**src/rtl/inta_sequencer_8259.sv**
```systemverilog
// rtl/inta_sequencer_8259.sv - 8259 two-pulse INTA sequencer with vector capture; optional INT_SYNC_EN input synchronizer
module inta_sequencer_8259 #(
    parameter int unsigned INTA_LOW_CYCLES = 2,
    parameter int unsigned INTA_GAP_CYCLES = 2
) (
    input  logic       clock,
    input  logic       reset,
    input  logic       interrupt_enable,
    input  logic       int_request,
    input  logic [7:0] data_bus_in,
    output logic       inta_n,
    output logic [7:0] vector_out,
    output logic       vector_valid,
    input  logic       vector_ready,
    output logic       busy,
    output logic [7:0] ack_count
);

    localparam logic [3:0] LOW_LOAD = 4'(INTA_LOW_CYCLES - 1);
    localparam logic [3:0] GAP_LOAD = 4'(INTA_GAP_CYCLES - 1);

    typedef enum logic [2:0] {
        IDLE    = 3'd0,
        INTA1   = 3'd1,
        GAP     = 3'd2,
        INTA2   = 3'd3,
        PRESENT = 3'd4
    } state_t;

    state_t     state;
    state_t     state_next;
    logic [3:0] count;
    logic [3:0] count_next;
    logic       load_vector;
    logic       transfer;
    logic       req_sampled;

`ifdef INT_SYNC_EN
    logic [1:0] req_sync;

    always_ff @(posedge clock or posedge reset) begin
        if (reset) begin
            req_sync <= 2'b00;
        end else begin
            req_sync <= {req_sync[0], int_request};
        end
    end

    assign req_sampled = req_sync[1];
`else
    assign req_sampled = int_request;
`endif

    always_ff @(posedge clock or posedge reset) begin
        if (reset) begin
            state      <= IDLE;
            count      <= 4'd0;
            vector_out <= 8'h00;
            ack_count  <= 8'h00;
        end else begin
            state <= state_next;
            count <= count_next;
            if (load_vector) begin
                vector_out <= data_bus_in;
            end
            if (transfer) begin
                ack_count <= ack_count + 8'd1;
            end
        end
    end

    // The counter holds "clocks remaining minus one" and is reloaded whenever a timed state is entered.
    always_comb begin
        state_next  = state;
        count_next  = count;
        load_vector = 1'b0;
        transfer    = 1'b0;
        case (state)
            IDLE: begin
                count_next = 4'd0;
                if (req_sampled && interrupt_enable) begin
                    state_next = INTA1;
                    count_next = LOW_LOAD;
                end
            end
            INTA1: begin
                if (count == 4'd0) begin
                    state_next = GAP;
                    count_next = GAP_LOAD;
                end else begin
                    count_next = count - 4'd1;
                end
            end
            GAP: begin
                if (count == 4'd0) begin
                    state_next = INTA2;
                    count_next = LOW_LOAD;
                end else begin
                    count_next = count - 4'd1;
                end
            end
            INTA2: begin
                if (count == 4'd0) begin
                    state_next  = PRESENT;
                    count_next  = 4'd0;
                    load_vector = 1'b1;
                end else begin
                    count_next = count - 4'd1;
                end
            end
            PRESENT: begin
                count_next = 4'd0;
                if (vector_ready) begin
                    state_next = IDLE;
                    transfer   = 1'b1;
                end
            end
            default: begin
                state_next = IDLE;
                count_next = 4'd0;
            end
        endcase
    end

    // Outputs decode straight from the state register so reset releases inta_n without a clock.
    assign inta_n       = !((state == INTA1) || (state == INTA2));
    assign vector_valid = (state == PRESENT);
    assign busy         = (state != IDLE);

endmodule

```
**config.mk**
```make
export PLATFORM = sky130hd
export DESIGN_NAME = inta_sequencer_8259
export DESIGN_NICKNAME = d
export VERILOG_FILES = /design/src/rtl/inta_sequencer_8259.sv
export SDC_FILE = /design/constraint.sdc
export NUM_CORES = 1
export LEC_CHECK = 0
export CAP_MARGIN = 30
export CORE_MARGIN = 2
export CORE_UTILIZATION = 30
export DETAILED_ROUTE_END_ITERATION = 8
export HOLD_SLACK_MARGIN = 0.06
export PLACE_DENSITY_LB_ADDON = 0.2
export SYNTH_ARGS = -nofsm -noshare
export SYNTH_HDL_FRONTEND = slang
export SYNTH_SLANG_ARGS = --single-unit
```
**constraint.sdc**
```tcl
create_clock -name clock -period 2.6 [get_ports clock]
set_clock_uncertainty 0.15 [all_clocks]
set_input_delay 0.26 -clock clock [delete_from_list [all_inputs] [get_ports clock]]
set_output_delay 0.26 -clock clock [all_outputs]
set_load 0.05 [all_outputs]
```
======== After elaboration in Yosys (flattened, before gate mapping) ========
Cells that the tools add are included.
storage, ports and cells
  register bits after elaboration ......... 23
  latch bits .............................. 0
  input port bits ......................... 13
  ROM bits ................................ 0
  memories kept ........................... 0
  bits in writable memories ............... 0
operators by class
  $mul .................................... 0
  mux-type cells .......................... 14
  $lt $le $gt $ge ......................... 0
  divide/modulo/power cells ............... 0
  reductions and logical operators ........ 8
  equality and inequality tests ........... 9
  shifts and indexed selects .............. 0
  bitwise logic cells ..................... 0
  $add $sub $neg .......................... 2
operators with widths
  operator                                               number
  2-to-1 mux 3 bit                                       5
  one-hot mux 3 bit (5 select lines)                     1
  one-hot mux 4 bit (3 select lines)                     1
  adder 8 x 1 -> 8 bit, second input constant            1
  2-to-1 mux 4 bit                                       2
  inequality test 2 bit, second input constant           4
  == test 3 x 2 -> 1 bit, second input constant          2
  2-to-1 mux 1 bit                                       5
  AND reduction 5 bit                                    1
  zero test 4 bit                                        1
  subtractor 4 x 1 -> 4 bit, second input constant       1
  == test 3 x 1 -> 1 bit, second input constant          1
  == test 3 bit, second input constant                   1
  zero test 3 bit                                        1
  nonzero test 3 bit                                     1
  inequality test 2 x 1 -> 1 bit, second input constant  1
  OR reduction 2 bit                                     1
  logical AND 1 bit                                      1
  zero test 1 bit                                        1
  logical OR 1 bit                                       1

======== Logic depth before layout (Yosys ltp) ========
Gate-level depths: netlist (run 1).
  word-level depth ........................ 3
  depth in mapped cells ................... 6
  gate-level depth less buffers ........... 5

======== Worst setup path after synthesis (run 1) ========
OpenSTA, ideal clock, no wires.
  kind .................................... reg-to-reg
  start ................................... register count[0]
  end ..................................... register vector_out[0]
  path slack .............................. 804 ps
  arrival time ............................ 1521 ps
  clock period less this slack ............ 1796 ps
  stages on the path, launching flop included .. 7
  required time ........................... 2325 ps
  buffers on the path ..................... 1
  setup time .............................. 125 ps
  cell sequence ........................... dfrtp_1 > inv_1 > ha_1 > nor3b_4 > and4b_1 > buf_6 > mux2_2
between the ends
  word-level cells in the longest chain between the ends .. 3
ends and longest elaborated chain
  what                    RTL line  text
  from (decl)             32        logic [3:0] count;
  from (signal assigned)  62        count <= count_next;
  zero test 4 bit         103       if (count == 4'd0) begin
  2-to-1 mux 1 bit        103
  2-to-1 mux 1 bit        78        case (state)
  to (signal assigned)    64        vector_out <= data_bus_in;
  to (decl)               12        output logic [7:0] vector_out,
Every way passes these cells.
A chain may end at the register's enable or synchronous reset.

======== Worst setup path after layout (run 1) ========
  start ................................... register state[0]
  end ..................................... output port vector_valid
between the ends
  word-level cells in the longest chain between the ends .. 1
ends and longest elaborated chain
  what                    RTL line  text
  from (decl)             30        state_t state;
  from (signal assigned)  61        state <= state_next;
  == test 3 bit           127       assign vector_valid = (state == PRESENT);
  to (decl)               13        output logic vector_valid,
Every way passes these cells.

==> flow_summary.json, run 1 <==
{
  "status": "complete, no violations",
  "critPathLaunch": "state[0]",
  "clock.fmax_mhz": 431,
  "rows": 21,
  "grt_max_degree": 24,
  "worst_path_max_delay_cell": "clkdlybuf4s50_1",
  "fin_util_pct": 42.8,
  "min_path_type": "in2async",
  "worst-path-max-fanout": 9,
  "worstPathRequired_ns": 2.19,
  "ant_nets": 0,
  "htree_levels": 1,
  "yosys.area.top_type_share_pct": 54.1,
  "crit_buf_inv": 1,
  "synth-async-reset-ratio_pct": 100,
  "die_h_um": 63.6,
  "syn_area_um2": 1060,
  "p_total_mw": 1.66,
  "initial_utilization_pct": 31.7,
  "tritoncts": "yes",
  "slew_headroom_pct": 65.9,
  "numPortBuffers": 31,
  "post_dp_cell_area_um2": 1410,
  "tightest_slew_ns": 0.510,
  "multi_input_area_um2": 443,
  "cts_hold_buffers": 0,
  "drc": 0,
  "fill_cells": 337,
  "critPathKind": "reg2out",
  "area_growth_pct": 35.1,
  "final_cells": 162,
  "finalSetupViolCount": 0,
  "worstPathCellList": "nor2_1 -> and2_1 -> clkdlybuf4s50_1",
  "grt_setup_unrepaired": "no",
  "report.final.slew_viol_count": 0,
  "dp_hpwl_mm": 1.50,
  "grt-ovfl-total": 0,
  "groute.usage.overall_pct": 11.0,
  "clk_latency_ns": 0.30,
  "drtIter0Drc": 23,
  "grt_pass1_wl_mm": 3.52,
  "endpoint_kind": "output port",
  "cp_top_family": "buffers and inverters",
  "design_area_um2": 1440,
  "dieArea_um2": 4040,
  "yosys_warnings": 0,
  "ys_seq_area_share_pct": 54.1,
  "nets": 133,
  "gp_congestion": 0.726,
  "r2r-end": "vector_out[7]",
  "first_pass_iters": 4,
  "r2r_start": "count[0]",
  "diodes": 0,
  "r2r_slack_ns": 0.55,
  "peakVddDrop_v": 0.000474,
  "antenna_found_initial": 0,
  "period_share_pct": 89.3,
  "post_cts_buffers": 0,
  "tns_ns": 0,
  "fin_crit_ns": 2.32,
  "clk_path_buf_depth": 2,
  "vias": 738,
  "max_stage_delay_ns": 0.80,
  "yosys.cell_types.count": 27,
  "register_area_um2": 576,
  "syn_inst": 83,
  "via_per_inst": 4.56,
  "arrival_ns": 1.91,
  "power_leakage_nw": 0.615,
  "grt_pass1_vias": 764,
  "postRouteWirelength_mm": 2.05,
  "clk_pin_slew_worst_paths_ns": 0.13,
  "r2r.worst_path.cells": 5,
  "syn_avg_cell_area_um2": 12.8,
  "core_um2": 3360,
  "synth_edf_count": 0,
  "synthFlopType": "dfrtp_1",
  "startpoint_type": "flop",
  "drive_above_1_share_pct": 16.4,
  "crit_end": "vector_valid",
  "fp.dieW_um": 63.6,
  "synth_area_leader_cell": "dfrtp_1",
  "ys_seq_elements": 23,
  "num_io_pins": 32,
  "p_per_area_nw_per_um2": 1160,
  "placedCellCount": 158,
  "synth.area.top_cells": "dfrtp_1 54%, mux2_2 9.5%, xnor2_1 7.4%",
  "cts_buffers": 3,
  "ctsRootBufferMaster": "clkbuf_4",
  "hold_viol_final": 0,
  "drv_cap": 0,
  "numClockSinks": 23,
  "cts_repair_resize_count": 0,
  "wl_per_cell_um": 12.6,
  "synth_fp_nets": 99,
  "cp_num_cells": 3
}
==> per-stage QoR <==
step	setup slack [ns]	hold WS, ns
6_report	0.279	0.136
3_3_place_gp	0.593	0.322
3_5_place_dp	0.523	0.333
2_1_floorplan	0.804	0.112
5_1_grt	0.144	0.145
4_1_cts	0.248	0.132
==> synthesized netlist by cell type (all sizes together), types with 2 or more instances <==
cell type   n
dfrtp      23
mux2        9
xnor2       9
inv         5
nor2        5
nand4       4
buf         3
ha          3
a211oi      2
and4bb      2
nand2       2
nor3        2
or3         2
==> worst reg2reg max path, cell delays in order, from the launching register on <==
cell and delay (ns):
dfrtp_1 0.39, inv_1 0.12, ha_1 0.17, nor3b_4 0.26, and4b_1 0.48, mux2_2 0.38
==> layer usage <==
layer	vias up	GRT usage, %	wire (um)
met3	2	4.46	110
met4	0	2.45	17
met2	22	17.5	1010
li1	354	-	-
met5	-	0	0
met1	360	14.1	913
==> worst min-delay path by stage <==
stage          cells after the start          from      endpoint
2_1_floorplan                      1         reset  ack_count[0]
3_3_place_gp                       1  ack_count[7]  ack_count[7]
3_5_place_dp                       1  ack_count[7]  ack_count[7]
6_report                           3         reset  ack_count[2]
4_1_cts                            3         reset  ack_count[2]
5_1_grt                            3         reset  ack_count[2]
==> power breakdown <==
group          total (mW)  switching (mW)  internal [mW]
clock network       0.163           0.103         0.0598
registers           0.591           0.113          0.478
logic               0.909           0.529          0.380
total                1.66           0.745          0.918
==> state kept, by name, indices dropped and copies added (netlist names) <==
| register | count |
|---|---|
| ack_count | 8 |
| count | 4 |
| state | 3 |
| vector_out | 8 |
==> placed cells by master, fill, tap and decap left out, drive strengths merged, types with 3 or more instances in the layout <==
master	Yosys	layout
ha	3	3
nand4	4	4
clkbuf	0	4
inv	5	5
xnor2	9	9
mux2	9	9
nor2	5	5
dfrtp	23	23
clkdlybuf4s50	0	31
==> cells by family (layout without fill, tap and decap cells) <==
logic type	after synthesis	after routing	synth area share (%)
and+or+nand+nor	24	24	15.2
muxes	10	10	10.5
AOI/OAI and AO/OA	5	5	4.23
buffers and inverters	8	41	4.35
DFF	23	23	54.1
xor gates and xnor gates	10	10	8.23
adders and majority gates	3	3	3.53
==> final cells by class <==
type | instances | share of cell area, %
repair buffers | 32 | 22.1
multi-input cells | 52 | 30.8
clock buffers | 4 | 1.83
flip-flops and latches | 23 | 40.0
inverters | 5 | 1.30
well taps | 46 | 4.00
Power figures use the tool's default switching activity.
==> inputs of run 2 (changes only) <==
--- a/config.mk
+++ b/config.mk
@@ -6,10 +6,10 @@
 export NUM_CORES = 1
 export LEC_CHECK = 0
 export CAP_MARGIN = 30
-export CORE_MARGIN = 2
 export CORE_UTILIZATION = 30
 export DETAILED_ROUTE_END_ITERATION = 8
 export HOLD_SLACK_MARGIN = 0.06
+export MAX_ROUTING_LAYER = met4
 export PLACE_DENSITY_LB_ADDON = 0.2
 export SYNTH_ARGS = -nofsm -noshare
 export SYNTH_HDL_FRONTEND = slang
==> flow_summary.json, run 2 (synthesized netlist as in run 1, its figures left out) <==
{
  "status": "complete, no violations",
  "diodes": 0,
  "combPwrFrac_pct": 54.6,
  "largestRegisters": "ack_count (8), vector_out (8), count (4)",
  "drc": 0,
  "grt_pass1_wl_mm": 3.22,
  "die_h_um": 61.6,
  "critPathLaunch": "state[0]",
  "fin_util_pct": 42.8,
  "finalSetupViolCount": 0,
  "report.final.slew_viol_count": 0,
  "drive_above_1_share_pct": 17.2,
  "clk_path_buf_depth": 2,
  "grt-ovfl-total": 0,
  "seq_power_share_pct": 35.6,
  "clk_pin_slew_worst_paths_ns": 0.13,
  "startpoint_type": "flop",
  "m1WireLength_um": 958,
  "post_cts_buffers": 0,
  "wl_per_cell_um": 12.1,
  "cts_repair_resize_count": 0,
  "period_share_pct": 89.0,
  "final_cell_mix": "31 x clkdlybuf4s50_1, 23 x dfrtp_1, 9 x xnor2_1, 9 x mux2_2",
  "core_um2": 3360,
  "r2r.worst_path.cells": 5,
  "hold_viol_final": 0,
  "dp_hpwl_mm": 1.45,
  "postRouteWirelength_mm": 1.96,
  "ctsRootBufferMaster": "clkbuf_4",
  "cts_buffers": 3,
  "numClockSinks": 23,
  "tns_ns": 0,
  "num_io_pins": 32,
  "arrival_ns": 1.90,
  "worst-path-max-fanout": 9,
  "final_common_cell": "clkdlybuf4s50_1",
  "switchingPower_mw": 0.748,
  "numPortBuffers": 31,
  "r2r_slack_ns": 0.55,
  "cts_hold_buffers": 0,
  "via_per_inst": 4.57,
  "nets": 133,
  "r2r_start": "count[0]",
  "tritoncts": "yes",
  "drtIter0Drc": 37,
  "critPathKind": "reg2out",
  "clock.fmax_mhz": 432,
  "grt_setup_unrepaired": "no",
  "top_layer": "met4",
  "antenna_found_initial": 0,
  "grt_pass1_vias": 668,
  "first_pass_iters": 4,
  "drv_cap": 0,
  "internal_power_mw": 0.915,
  "fin_crit_ns": 2.31,
  "slew_headroom_pct": 66.6,
  "rows": 21,
  "min_path_type": "in2async",
  "worstPathRequired_ns": 2.19,
  "vias": 740,
  "peakVddDrop_v": 0.000447,
  "fp.dieW_um": 61.6,
  "wl_met2_um": 918,
  "clk_latency_ns": 0.30,
  "wl_met3_um": 73,
  "endpoint_kind": "output port",
  "htree_levels": 1,
  "dieArea_um2": 3790,
  "whs_ns": 0.129,
  "p_total_mw": 1.66,
  "initial_utilization_pct": 31.7,
  "grt_max_degree": 24,
  "p_per_area_nw_per_um2": 1150,
  "tightest_slew_ns": 0.500,
  "p_clk_share_pct": 9.7,
  "groute.usage.overall_pct": 11.9,
  "switching_share_pct": 45.0,
  "r2r-end": "vector_out[7]",
  "power_leakage_nw": 0.617,
  "ant_nets": 0,
  "gp_congestion": 0.746,
  "area_growth_pct": 35.3
}
## run 2: cell types whose count changed in the layout (fill, tap and decap cells not counted), sizes merged
cell    before  now
clkbuf       4    3
clkinv       0    1
## run 2: worst max-delay path, cell delays in order (launching register included)
cell and delay (ns):
dfrtp_1 0.49, nor2_1 0.15, and2_1 0.16, clkdlybuf4s50_1 0.80
## run 2: power groups by stage
| stage | registers [mW] | clock network, mW | logic (mW) |
|---|---|---|---|
| after floorplan | 0.818 | 0 | 0.444 |
| after global placement | 0.597 | 0 | 0.907 |
| after detailed placement | 0.599 | 0 | 0.918 |
| after CTS | 0.592 | 0.173 | 0.922 |
| after global routing | 0.612 | 0.185 | 0.976 |
| final | 0.592 | 0.162 | 0.909 |
## run 2: worst max-delay path by stage
stage	end	slack, ns	cells after the start
finish	vector_valid	0.29	3
global route	vector_valid	0.18	3
CTS	vector_valid	0.27	3
detailed placement	vector_out[2]	0.53	5
global placement	vector_out[0]	0.59	5
floorplan	vector_out[0]	0.80	6
## run 2: stage by stage
| step | instance area (um^2) | instances | setup slack, ns |
|---|---|---|---|
| after floorplan | 1060 | 83 | 0.804 |
| after global placement | 1410 | 158 | 0.585 |
| after detailed placement | 1410 | 158 | 0.527 |
| after CTS | 1440 | 162 | 0.275 |
| after global routing | 1440 | 162 | 0.183 |
| final | 1440 | 162 | 0.287 |
## run 2: metal layers
| layer | vias to the layer above | track usage [%] |
|---|---|---|
| li1 | 357 | - |
| met1 | 366 | 17.9 |
| met3 | 2 | 1.89 |
| met4 | 0 | 3.81 |
| met5 | - | - |
| met2 | 15 | 16.1 |
## run 2: area by class of cell
class,instances,area [um^2]
clock inverter,1,5.00
timing repair buffer,32,318
clock buffer,3,22.5
tap,46,57.6
multi-input combinational,52,443
fill,361,1920
sequential,23,576
inverter,5,18.8
==> inputs of run 3 (changes only) <==
==> constraint.sdc (replaced) <==
create_clock -name clock -period 2.45 [get_ports clock]
set_clock_uncertainty 0.15 [all_clocks]
set_input_delay 0.245 -clock clock [delete_from_list [all_inputs] [get_ports clock]]
set_output_delay 0.245 -clock clock [all_outputs]
set_load 0.05 [all_outputs]
==> flow_summary.json, run 3 (synthesized netlist as in run 1, its figures left out) <==
{
  "ant_nets": 0,
  "hold_viol_final": 0,
  "period_share_pct": 94.1,
  "core_um2": 3360,
  "cp_num_cells": 3,
  "worst-path-max-fanout": 9,
  "arrival_ns": 1.91,
  "tns_ns": 0,
  "slew_headroom_pct": 66.7,
  "min_path_type": "in2async",
  "numClockSinks": 23,
  "cts_repair_resize_count": 0,
  "diodes": 0,
  "clk_pin_slew_worst_paths_ns": 0.13,
  "peakVddDrop_v": 0.000535,
  "r2r_start": "count[0]",
  "crit_buf_inv": 1,
  "fin_crit_ns": 2.31,
  "endpoint_kind": "output port",
  "drtIter0Drc": 43,
  "finalSetupViolCount": 0,
  "seq_power_share_pct": 35.2,
  "cp_top_family": "buffers and inverters",
  "ctsRootBufferMaster": "clkbuf_4",
  "tightest_slew_ns": 0.499,
  "grt_max_degree": 24,
  "internal_power_mw": 0.972,
  "grt_pass1_wl_mm": 3.15,
  "grt_pass1_vias": 691,
  "power_leakage_nw": 0.617,
  "area_growth_pct": 35.3,
  "antenna_found_initial": 0,
  "vias": 748,
  "combPwrFrac_pct": 54.9,
  "r2r_slack_ns": 0.39,
  "via_per_inst": 4.62,
  "postRouteWirelength_mm": 1.94,
  "whs_ns": 0.105,
  "worstPathRequired_ns": 2.06,
  "switchingPower_mw": 0.796,
  "cts_buffers": 3,
  "final_common_cell": "clkdlybuf4s50_1",
  "clock.fmax_mhz": 434,
  "r2r.worst_path.cells": 5,
  "die_h_um": 61.6,
  "nets": 133,
  "htree_levels": 1,
  "clk_path_buf_depth": 2,
  "status": "complete, no violations",
  "critPathLaunch": "state[0]",
  "gp_congestion": 0.746,
  "grt_setup_unrepaired": "no",
  "startpoint_type": "flop",
  "max_stage_delay_ns": 0.81,
  "wl_per_cell_um": 12.0,
  "tritoncts": "yes",
  "r2r-end": "vector_out[6]",
  "drc": 0,
  "report.final.slew_viol_count": 0,
  "final_cell_mix": "31 x clkdlybuf4s50_1, 23 x dfrtp_1, 9 x xnor2_1, 9 x mux2_2",
  "worstPathCellList": "nor2_1 -> and2_1 -> clkdlybuf4s50_1",
  "numPortBuffers": 31,
  "groute.usage.overall_pct": 11.7,
  "post_cts_buffers": 0,
  "first_pass_iters": 4,
  "fp.dieW_um": 61.6,
  "fill_cells": 364,
  "crit_end": "vector_valid",
  "drv_cap": 0,
  "largestRegisters": "ack_count (8), vector_out (8), count (4)",
  "drive_above_1_share_pct": 17.2,
  "p_per_area_nw_per_um2": 1230,
  "rows": 21,
  "initial_utilization_pct": 31.7,
  "num_io_pins": 32,
  "critPathKind": "reg2out",
  "p_clk_share_pct": 9.9,
  "clk_latency_ns": 0.31,
  "grt-ovfl-total": 0,
  "cts_hold_buffers": 0,
  "dp_hpwl_mm": 1.45,
  "dieArea_um2": 3790,
  "switching_share_pct": 45.0,
  "worst_path_max_delay_cell": "clkdlybuf4s50_1"
}
[run 3: metal layers]
layer / vias to the layer above / global-route usage [%] / wire length (um)
met5: - / - / 0
met4: 0 / 4.44 / 21
met3: 4 / 3.57 / 111
met2: 22 / 16.4 / 910
met1: 365 / 15.6 / 893
li1: 357 / - / -
[run 3: area by class of cell]
class	count	area [um^2]	area share, %
clock inverter	1	5.00	0.348
tap	46	57.6	4.00
sequential	23	576	40.0
clock buffer	3	22.5	1.56
inverter	5	18.8	1.30
multi-input combinational	52	443	30.8
timing repair buffer	32	318	22.1
[run 3: worst min path at each step]
stage | from | endpoint | slack [ns] | depth (start not counted)
2_1_floorplan | reset | ack_count[0] | 0.1 | 1
3_3_place_gp | ack_count[7] | ack_count[7] | 0.32 | 1
3_5_place_dp | ack_count[7] | ack_count[7] | 0.32 | 1
4_1_cts | reset | vector_out[0] | 0.11 | 3
5_1_grt | reset | vector_out[5] | 0.14 | 3
6_report | reset | vector_out[2] | 0.11 | 3
[run 3: worst min-delay path, cell delays in order]
cell and delay, ns:
clkdlybuf4s50_1 0.39, inv_1 0.05, buf_4 0.28
[run 3: through the flow]
step / worst slack, ns / cells / instance area, um^2 / power [mW] / util [%]
2_1_floorplan: 0.654 / 83 / 1060 / 1.34 / -
3_3_place_gp: 0.436 / 158 / 1410 / 1.60 / 42.0
3_5_place_dp: 0.369 / 158 / 1410 / 1.61 / 42.0
4_1_cts: 0.136 / 162 / 1440 / 1.79 / 42.8
5_1_grt: 0.0307 / 162 / 1440 / 1.89 / 42.8
6_report: 0.145 / 162 / 1440 / 1.77 / 42.8
[run 3: power groups by stage]
stage | Clock [mW] | Combinational (mW) | Sequential (mW)
final | 0.175 | 0.970 | 0.623
after detailed placement | 0 | 0.976 | 0.634
after global routing | 0.200 | 1.04 | 0.646
after global placement | 0 | 0.963 | 0.634
after floorplan | 0 | 0.472 | 0.868
after CTS | 0.184 | 0.981 | 0.625
